**config.mk**
```make
export PLATFORM = sky130hd
export DESIGN_NAME = dual_port_ram
export DESIGN_NICKNAME = d
export VERILOG_FILES = /design/src/rtl/dual_port_ram_pkg.sv /design/src/rtl/dual_port_ram_port_ctrl.sv /design/src/rtl/dual_port_ram.sv
export SDC_FILE = /design/constraint.sdc
export NUM_CORES = 1
export LEC_CHECK = 0
export CORE_AREA = 4 4 311 313
export CTS_BUF_LIST = sky130_fd_sc_hd__clkbuf_16
export DETAILED_ROUTE_END_ITERATION = 16
export DIE_AREA = 0 0 315 317
export PLACE_DENSITY_LB_ADDON = 0.05
export SLEW_MARGIN = 40
export SYNTH_ARGS = -nofsm -noshare
export SYNTH_HDL_FRONTEND = slang
export SYNTH_SLANG_ARGS = --single-unit
```
**constraint.sdc**
```tcl
create_clock -name clk -period 3.8 [get_ports clk]
set_clock_uncertainty 0.2 [all_clocks]
set_input_delay 0.57 -clock clk [delete_from_list [all_inputs] [get_ports clk]]
set_output_delay 0.57 -clock clk [all_outputs]
set_load 0.05 [all_outputs]
```
**src/rtl/dual_port_ram_pkg.sv**
```systemverilog
// Shared defaults for the dual-port RAM: word width and address width.
// Latency: n/a (constants only).
// Backpressure: n/a.
package dual_port_ram_pkg;

    localparam int DEFAULT_DATA_WIDTH = 8;
    localparam int DEFAULT_ADDR_WIDTH = 6;

endpackage : dual_port_ram_pkg

```
**src/rtl/dual_port_ram_port_ctrl.sv**
```systemverilog
// One RAM port: gates the write enable during reset and registers read data.
// Latency: read data appears one clock after the address is presented.
// Backpressure: none; the port accepts a read and/or write every cycle.
module dual_port_ram_port_ctrl #(
    parameter int DATA_WIDTH = 8
) (
    input  logic                  clk,
    input  logic                  rst,
    input  logic                  we,
    input  logic [DATA_WIDTH-1:0] rd_data,
    output logic                  we_gated,
    output logic [DATA_WIDTH-1:0] data_out
);

    // A write is only allowed to reach the array outside of reset.
    assign we_gated = we & ~rst;

    // Output register: cleared by reset, otherwise captures the pre-write array word.
    always_ff @(posedge clk) begin
        if (rst) begin
            data_out <= '0;
        end else begin
            data_out <= rd_data;
        end
    end

endmodule : dual_port_ram_port_ctrl

```
**src/rtl/dual_port_ram.sv**
```systemverilog
// True dual-port synchronous RAM, two independent read/write ports on one clock.
// Latency: 1 cycle read (registered), read-first on every port and across ports.
// Backpressure: none; both ports may read or write on every cycle.
module dual_port_ram
    import dual_port_ram_pkg::*;
#(
    parameter int DATA_WIDTH = DEFAULT_DATA_WIDTH,
    parameter int ADDR_WIDTH = DEFAULT_ADDR_WIDTH,
    parameter int DEPTH      = 2 ** ADDR_WIDTH
) (
    input  logic                  clk,
    input  logic                  rst,
    input  logic [DATA_WIDTH-1:0] data_in_a,
    input  logic [ADDR_WIDTH-1:0] addr_a,
    input  logic                  we_a,
    output logic [DATA_WIDTH-1:0] data_out_a,
    input  logic [DATA_WIDTH-1:0] data_in_b,
    input  logic [ADDR_WIDTH-1:0] addr_b,
    input  logic                  we_b,
    output logic [DATA_WIDTH-1:0] data_out_b
);

    logic [DATA_WIDTH-1:0] mem [DEPTH];

    logic [DATA_WIDTH-1:0] rd_a;
    logic [DATA_WIDTH-1:0] rd_b;
    logic                  wr_a;
    logic                  wr_b;

    // Array words seen by each port before this edge's writes land (read-first).
    assign rd_a = mem[addr_a];
    assign rd_b = mem[addr_b];

    dual_port_ram_port_ctrl #(
        .DATA_WIDTH (DATA_WIDTH)
    ) u_port_a (
        .clk      (clk),
        .rst      (rst),
        .we       (we_a),
        .rd_data  (rd_a),
        .we_gated (wr_a),
        .data_out (data_out_a)
    );

    dual_port_ram_port_ctrl #(
        .DATA_WIDTH (DATA_WIDTH)
    ) u_port_b (
        .clk      (clk),
        .rst      (rst),
        .we       (we_b),
        .rd_data  (rd_b),
        .we_gated (wr_b),
        .data_out (data_out_b)
    );

    // Array write: B is applied first so that A's write wins when both hit one address.
    always_ff @(posedge clk) begin
        if (wr_b) begin
            mem[addr_b] <= data_in_b;
        end
        if (wr_a) begin
            mem[addr_a] <= data_in_a;
        end
    end

endmodule : dual_port_ram

```
Yosys cells after proc, flatten, opt, wreduce, memory -nomap -nowiden
Memories as Yosys holds them, arrays and structs flattened. A register that Yosys moved wholly into a read port is not among the register bits.
Cells that the tools add are included.
{ "totals": {"regBits": 0, "mem_bits_rw": 512, "output_inout_bits": 16, "elab_cells": 8, "n_memories": 1} }
{ "classes": {"mux": 4, "bitwise": 3} }
{ "mem_list": {"columns": ["name", "depth", "word_bits", "read_ports", "rd_clocked_by_memory_dff", "wr", "line_no", "rtl"], "rows": [
  ["mem", 64, 8, 2, 2, 2, "dual_port_ram.sv:23", "logic [DATA_WIDTH-1:0] mem [DEPTH];"]
]} }
{ "op_table": {"columns": ["operator", "n"], "rows": [
  ["2-to-1 mux 1 bit", 4],
  ["AND 1 bit", 2],
  ["inverter 1 bit", 1]
]} }

Logic depth before layout (Yosys ltp)
Gate-level depths: netlist of the first run.
{ "logic_depth": {"word_depth": 4, "mapped_depth": 10, "mapped_depth_nobuf": 6} }

Cells and area by module
A second synthesis of the first run with hierarchy kept.
{ "unflattened": {"cells_unflattened": 2527, "area_unflattened_um2": 31327.5} }
{ "by_module_without_submodules": {"columns": ["mod", "n_inst", "cells_each", "area_each_um2", "seq_area_each_um2"], "rows": [
  ["dual_port_ram", 1, 2493, 30894.6, 15374.7],
  ["dual_port_ram_port_ctrl", 2, 17, 216.5, 160.2]
]} }

Worst setup path after synthesis of the first run
OpenSTA, ideal clock, no wires.
{ "synth_path": {"kind": "input to register", "start": "input port addr_b[0]", "end": "memory mem[10][0] (enable)", "arrival_time_ns": 2.324, "required_time_ns": 3.213, "path_slack_ns": 0.890, "stages": 7, "cell_sequence": "buf_4 -> buf_4 -> inv_2 -> buf_2 -> buf_1 -> nand2_1 -> o31ai_1"} }
{ "synth_lines": {"columns": ["item", "line_no", "rtl"], "rows": [
  ["start, declared", "dual_port_ram.sv:18", "input logic [ADDR_WIDTH-1:0] addr_b,"],
  ["end, declared", "dual_port_ram.sv:23", null]
]} }

==> flow_metrics.env, run 1 <==
export IMPL_rsz0062_at_grt="no"
export IMPL_gp_congestion=0.977
export IMPL_clkSinkCount=528
export IMPL_p_per_area_nw_per_um2=403
export IMPL_cts_tree="yes"
export IMPL_cp_end_kind="flop"
export IMPL_cap_violations=0
export IMPL_yosysTopAreaCell="edfxtp_1"
export IMPL_synth_nets=2429
export IMPL_drtPass1Iterations=6
export IMPL_synth_distinct_cells=66
export IMPL_die_area_um2=99900
export IMPL_cts_resized=0
export IMPL_drcViolationCount=0
export IMPL_busiest_layer="met2"
export IMPL_use_met1_pct=42.0
export IMPL_htreeDepth=3
export IMPL_synth_edff_count=512
export IMPL_cp_arrival_ps=3670
export IMPL_final_cell_count_no_fill=3883
export IMPL_hold_class="input pin to flop"
export IMPL_worstPathRequired_ps=4050
export IMPL_grt_first_pass_wirelength_um=218000
export IMPL_grt_start_max_net_pins=65
export IMPL_period_share_pct=89.9
export IMPL_synthArstFlopShare_pct=0
export IMPL_routed_wl_um=160000
export IMPL_crit_fanout=16
export IMPL_cts_made_buffers=67
export IMPL_drive_gt1_share_pct=45.7
export IMPL_yosys_top_cells_area="edfxtp_1 (49%), mux2_2 (21%), mux4_2 (6.1%)"
export IMPL_cts_max_path_buffers=3
export IMPL_timing_final_crit_period_ps=3410
export IMPL_peakVddDrop_v=0.000298
export IMPL_multi_input_area_um2=14800
export IMPL_hold_buffers=0
export IMPL_dpl_hpwl_um=111000
export IMPL_dp_cells=3758
export IMPL_p_total_mw=15.0
export IMPL_use_met2_pct=48.6
export IMPL_drtIter0Drc=3345
export IMPL_via_per_inst=6.53
export IMPL_status="finished clean"
export IMPL_yosys_warnings=0
export IMPL_wl_per_cell_um=41.3
export IMPL_hold_viol=0
export IMPL_crit_chain="clkdlybuf4s50_1, or3b_2, o22ai_1, a211oi_1, a21oi_1"
export IMPL_worstMarginPinSlew_ps=937
export IMPL_num_io_pins=48
export IMPL_ant_nets=0
export IMPL_root_buffer="clkbuf_16"
export IMPL_clock_fmax_mhz=293
export IMPL_num_fill_cells=8922
export IMPL_max_stage_delay_ps=960
export IMPL_synthCells=2397
export IMPL_relSlewSlack_pct=37.4
export IMPL_insertion_delay_ps=630
export IMPL_place_area_um2=35200
export IMPL_netlist_area_um2=31700
export IMPL_overflow=0
export IMPL_ys_ff_latch=528
export IMPL_final_net_count=2595
export IMPL_fin_tns_setup_ps=0
export IMPL_cts_setup_buffers=0
export IMPL_whs_ps=409
export IMPL_stdcell_area_um2=37400
export IMPL_grt_antenna_before_repair=14
export IMPL_maxSlewViolCount=0
export IMPL_reg2reg_slack_ps=1080
export IMPL_areaGrowthSynthToFinish_pct=18.0
export IMPL_die_h_um=317
export IMPL_met3_usage_pct=7.78
export IMPL_die_w_um=315
export IMPL_rows=113
export IMPL_avgSynthCellArea_um2=13.2
export IMPL_leakage_nw=12.6
export IMPL_crit_path_start_kind="input pin"
export IMPL_grt_pass1_vias=25000
export IMPL_critPathSlowestCell="or3b_2"
export IMPL_core_um2=94300
export IMPL_yosysTopAreaCellShare_pct=48.6
export IMPL_synth_common_cells="mux2_2 (593), edfxtp_1 (512), clkbuf_1 (154)"
export IMPL_vias=25400
export IMPL_synth_main_ff_cell="edfxtp_1"
export IMPL_ys_seq_area_share_pct=49.6
export IMPL_finalSetupViolations=0
export IMPL_start_util_pct=33.6
export IMPL_portBuffers=47
export IMPL_clk_pin_slew_ps=60
export IMPL_grt_util_all_layers_pct=31.6
export IMPL_synthMostInstantiatedCell="mux2_2"
export IMPL_crit_type="input pin to flop"
export IMPL_regArea_um2=15700
layout make-up:
class	instances	share of cell area, %
timing repair buffer	372	8.39
clock buffer	71	4.75
inverter	10	0.100
tap	1265	4.24
antenna	7	0.0469
sequential	528	42.0
multi-input combinational	1584	39.5
clock inverter	46	0.948
registers in the layout, summed over array words and instances (netlist names):
name               cells
u_port_b.data_out      8
mem                  512
u_port_a.data_out      8
stage by stage:
step	util (%)	worst slack [ps]
6_report	39.6	385
5_1_grt	39.6	449
4_1_cts	39.6	682
3_5_place_dp	37.3	0.877
3_3_place_gp	37.3	-17.0
2_1_floorplan	-	890
cell families (layout without fill, tap and decap cells):
kind of cell / Yosys count / in the layout / share of synthesized area [%]
multiplexers: 779 / 779 / 30.4
AND/OR/NAND/NOR: 304 / 304 / 4.77
other: 0 / 7 / 0
AO/OA/AOI/OAI: 501 / 501 / 11.3
buffers and inverters: 285 / 499 / 3.94
flip-flops: 528 / 528 / 49.6
final timing paths:
check                             startpoint              endpoint  cells after the start
worst max-delay path               addr_a[5]  u_port_a.data_out[0]                      5
worst min-delay path            data_in_a[0]            mem[48][0]                      2
worst max register to register    mem[58][1]  u_port_b.data_out[1]                      7
worst min register to register    mem[22][1]  u_port_b.data_out[1]                      4
placed cells by master, fill, tap and decap left out, drive strengths merged, types with 25 or more instances in the layout:
master,count
a21oi,68
a221oi,102
a22oi,61
buf,347
clkbuf,71
clkdlybuf4s50,25
clkinv,26
edfxtp,512
mux2,594
mux2i,99
mux4,86
nand2,97
nand3,35
nor2,93
o21ai,66
o22ai,76
critical path, delay by kind of cell:
kind            cells  cell delay (ps)
simple gates        1              960
compound gates      3             1280
buf+inv             1              840
power by group:
group          switching [mW]  leakage (nW)  internal, mW
Clock                    2.64          1.10          3.76
Combinational            1.37          6.73         0.772
Sequential             0.0527          4.74          6.45
Total                    4.07          12.6          11.0
routing by layer:
metal / vias up / routed length [um] / share of wire, %
li1: 10000 / - / -
met4: 10 / 8400 / 5.2
met1: 13200 / 64500 / 40
met3: 407 / 16000 / 10
met5: - / 108 / 0.067
met2: 1697 / 71500 / 45
(Power assumes the default switching activity.)
==> inputs of run 2 (changes only) <==
- CORE_AREA: 4 4 311 313 -> 4 4 309 311
- DIE_AREA: 0 0 315 317 -> 0 0 313 315
- SYNTH_HIERARCHICAL: default -> 1
==> run 2 against run 1 <==
Final area is essentially flat. Global-route usage up 1.2 points. Non-clock buffer count rose by 19. Cell count up 3.1%. First-iteration DRC count up 26%. Power grew 2.4%. Hold slack got worse by 140 ps. Via count increased by 5.1%. Register-to-register slack worse by 220 ps. Combinational power grew 6%. Area after synthesis is 1.0% lower. Sequential power is essentially flat.
==> flow_metrics.env, run 2 <==
export IMPL_status="finished clean"
export IMPL_p_sw_share_pct=27.9
export IMPL_yosys_top_cells_area="edfxtp_1 (49%), mux2_2 (19%), a221oi_1 (5.2%)"
export IMPL_areaGrowthSynthToFinish_pct=19.3
export IMPL_synth_nets=2559
export IMPL_leakage_nw=12.5
export IMPL_combPwrFrac_pct=14.7
export IMPL_mostFrequentLayoutCells="mux2_2 (534), edfxtp_1 (512), buf_4 (310), a221oi_1 (186), a22oi_1 (177)"
export IMPL_synth_distinct_cells=62
export IMPL_relSlewSlack_pct=39.6
export IMPL_yosysTopAreaCellShare_pct=49.1
export IMPL_yosys_warnings=6
export IMPL_cts_made_buffers=69
export IMPL_finalSetupViolations=0
export IMPL_dpl_hpwl_um=119000
export IMPL_synth_main_ff_cell="edfxtp_1"
export IMPL_hold_buffers=0
export IMPL_maxSlewViolCount=0
export IMPL_overflow=0
export IMPL_via_per_inst=6.65
export IMPL_ant_nets=0
export IMPL_insertion_delay_ps=660
export IMPL_clk_pin_slew_ps=60
export IMPL_crit_fanout=29
export IMPL_routed_wl_um=166000
export IMPL_synthMostInstantiatedCell="mux2_2"
export IMPL_rsz0062_at_grt="no"
export IMPL_synth_edff_count=512
export IMPL_yosysTopAreaCell="edfxtp_1"
export IMPL_cts_max_path_buffers=3
export IMPL_final_common_cell="mux2_2"
export IMPL_clock_fmax_mhz=299
export IMPL_start_util_pct=33.8
export IMPL_p_int_mw=11.1
export IMPL_gp_congestion=1.06
export IMPL_p_switching_mw=4.29
export IMPL_crit_path_start_kind="input pin"
export IMPL_cp_arrival_ps=3690
export IMPL_peakVddDrop_v=0.000293
export IMPL_clkSinkCount=528
export IMPL_p_total_mw=15.4
export IMPL_grt_antenna_before_repair=8
export IMPL_period_share_pct=88.1
export IMPL_cap_violations=0
export IMPL_worstMarginPinSlew_ps=897
export IMPL_hold_class="input pin to flop"
export IMPL_die_area_um2=98600
export IMPL_cts_resized=0
export IMPL_hold_viol=0
export IMPL_cts_setup_buffers=0
export IMPL_die_h_um=315
export IMPL_final_cell_count_no_fill=4004
export IMPL_grt_util_all_layers_pct=32.8
export IMPL_rows=112
export IMPL_reg_top3="mem (512), u_port_a/data_out (8), u_port_b/data_out (8)"
export IMPL_num_io_pins=48
export IMPL_avgSynthCellArea_um2=12.4
export IMPL_regMostFlops="mem"
export IMPL_pwr_share_clk_pct=43.1
export IMPL_synthCells=2527
export IMPL_worstPathRequired_ps=4140
export IMPL_drcViolationCount=0
export IMPL_grt_pass1_vias=25500
export IMPL_portBuffers=47
export IMPL_final_net_count=2724
export IMPL_p_per_area_nw_per_um2=412
export IMPL_seq_power_share_pct=42.3
export IMPL_synth_common_cells="mux2_2 (534), edfxtp_1 (512), a221oi_1 (186)"
export IMPL_ys_ff_latch=528
export IMPL_largest_reg_flops=512
export IMPL_drtPass1Iterations=7
export IMPL_root_buffer="clkbuf_16"
export IMPL_busiest_layer="met2"
export IMPL_dp_cells=3875
export IMPL_wl_per_cell_um=41.4
export IMPL_crit_type="input pin to flop"
export IMPL_htreeDepth=3
export IMPL_cp_end_kind="flop"
export IMPL_grt_start_max_net_pins=65
export IMPL_fin_util_pct=40.3
export IMPL_core_um2=92800
export IMPL_drive_gt1_share_pct=40.5
export IMPL_use_met1_pct=46.4
export IMPL_synthArstFlopShare_pct=0
export IMPL_met3_usage_pct=7.41
export IMPL_cts_tree="yes"
export IMPL_die_w_um=313
export IMPL_netlist_area_um2=31300
export IMPL_grt_first_pass_wirelength_um=224000
export IMPL_drtIter0Drc=4219
export IMPL_use_met2_pct=48.1
export IMPL_timing_final_crit_period_ps=3350
export IMPL_ys_seq_area_share_pct=50.1
export IMPL_vias=26600
-- run 2: cell count changes after synthesis, sizes merged, moves of 20 or more --
cell,before,now
a22oi,61,177
a221oi,102,188
mux4,86,25
mux2,594,546
o21ai,66,111
mux2i,99,59
nor2,93,113
-- run 2: layout make-up --
cell class / instances / area (um2)
clock buffer: 71 / 1780
tap: 1254 / 1570
clock inverter: 57 / 460
sequential: 528 / 15700
antenna: 1 / 2.50
fill: 8970 / 55400
multi-input combinational: 1694 / 14400
inverter: 8 / 30.0
timing repair buffer: 391 / 3470
-- run 2: through the flow --
stage,setup WS (ps),hold WS (ps),TNS [ps],area [um2]
floorplan,985,442,0,31300
CTS,597,223,0,37400
global placement,-85.7,631,-217,35000
finish,452,269,0,37400
detailed placement,-89.4,650,-109,35100
global route,488,231,0,37400
-- run 2: kinds of logic (layout without fill, tap and decap cells) --
| group | after synthesis | count (layout) | synth area share [%] |
|---|---|---|---|
| AOI/OAI and AO/OA | 717 | 717 | 16.5 |
| buffers and inverters | 305 | 527 | 4.36 |
| DFF | 528 | 528 | 50.1 |
| muxes | 630 | 630 | 23.3 |
| other | 0 | 1 | 0 |
| and+or+nand+nor | 347 | 347 | 5.76 |
-- run 2: routing by layer --
metal	vias up	share of wire (%)
met5	-	0.046
met4	6	5.2
met3	373	10
met2	1923	42
met1	13800	42
li1	10600	-
-- run 2: critical path, cell delays in order --
cell and delay (ps):
buf_4 240, and2_2 450, buf_12 250, a22oi_1 530, o22ai_1 140, nor3_1 610, o22ai_1 220, or3_1 420
nor2b_1 140
-- run 2: final timing paths --
| path | startpoint | to | slack, ps | cells past startpoint |
|---|---|---|---|---|
| setup / recovery | addr_a[1] | u_port_a/data_out[0] | 450 | 9 |
| hold reg to reg | mem[56][7] | u_port_b/data_out[7] | 680 | 4 |
| setup reg to reg | mem[19][1] | u_port_a/data_out[1] | 860 | 6 |
| hold / removal | data_in_a[6] | mem[4][6] | 270 | 2 |
-- run 2: power by group through the flow --
stage          Combinational [mW]  Clock (mW)  Sequential, mW
2_1_floorplan                1.07           0            6.65
4_1_cts                      2.19        6.74            6.51
3_3_place_gp                 2.15           0            6.63
3_5_place_dp                 2.19           0            6.63
6_report                     2.26        6.63            6.51
5_1_grt                      2.29        6.96            6.51
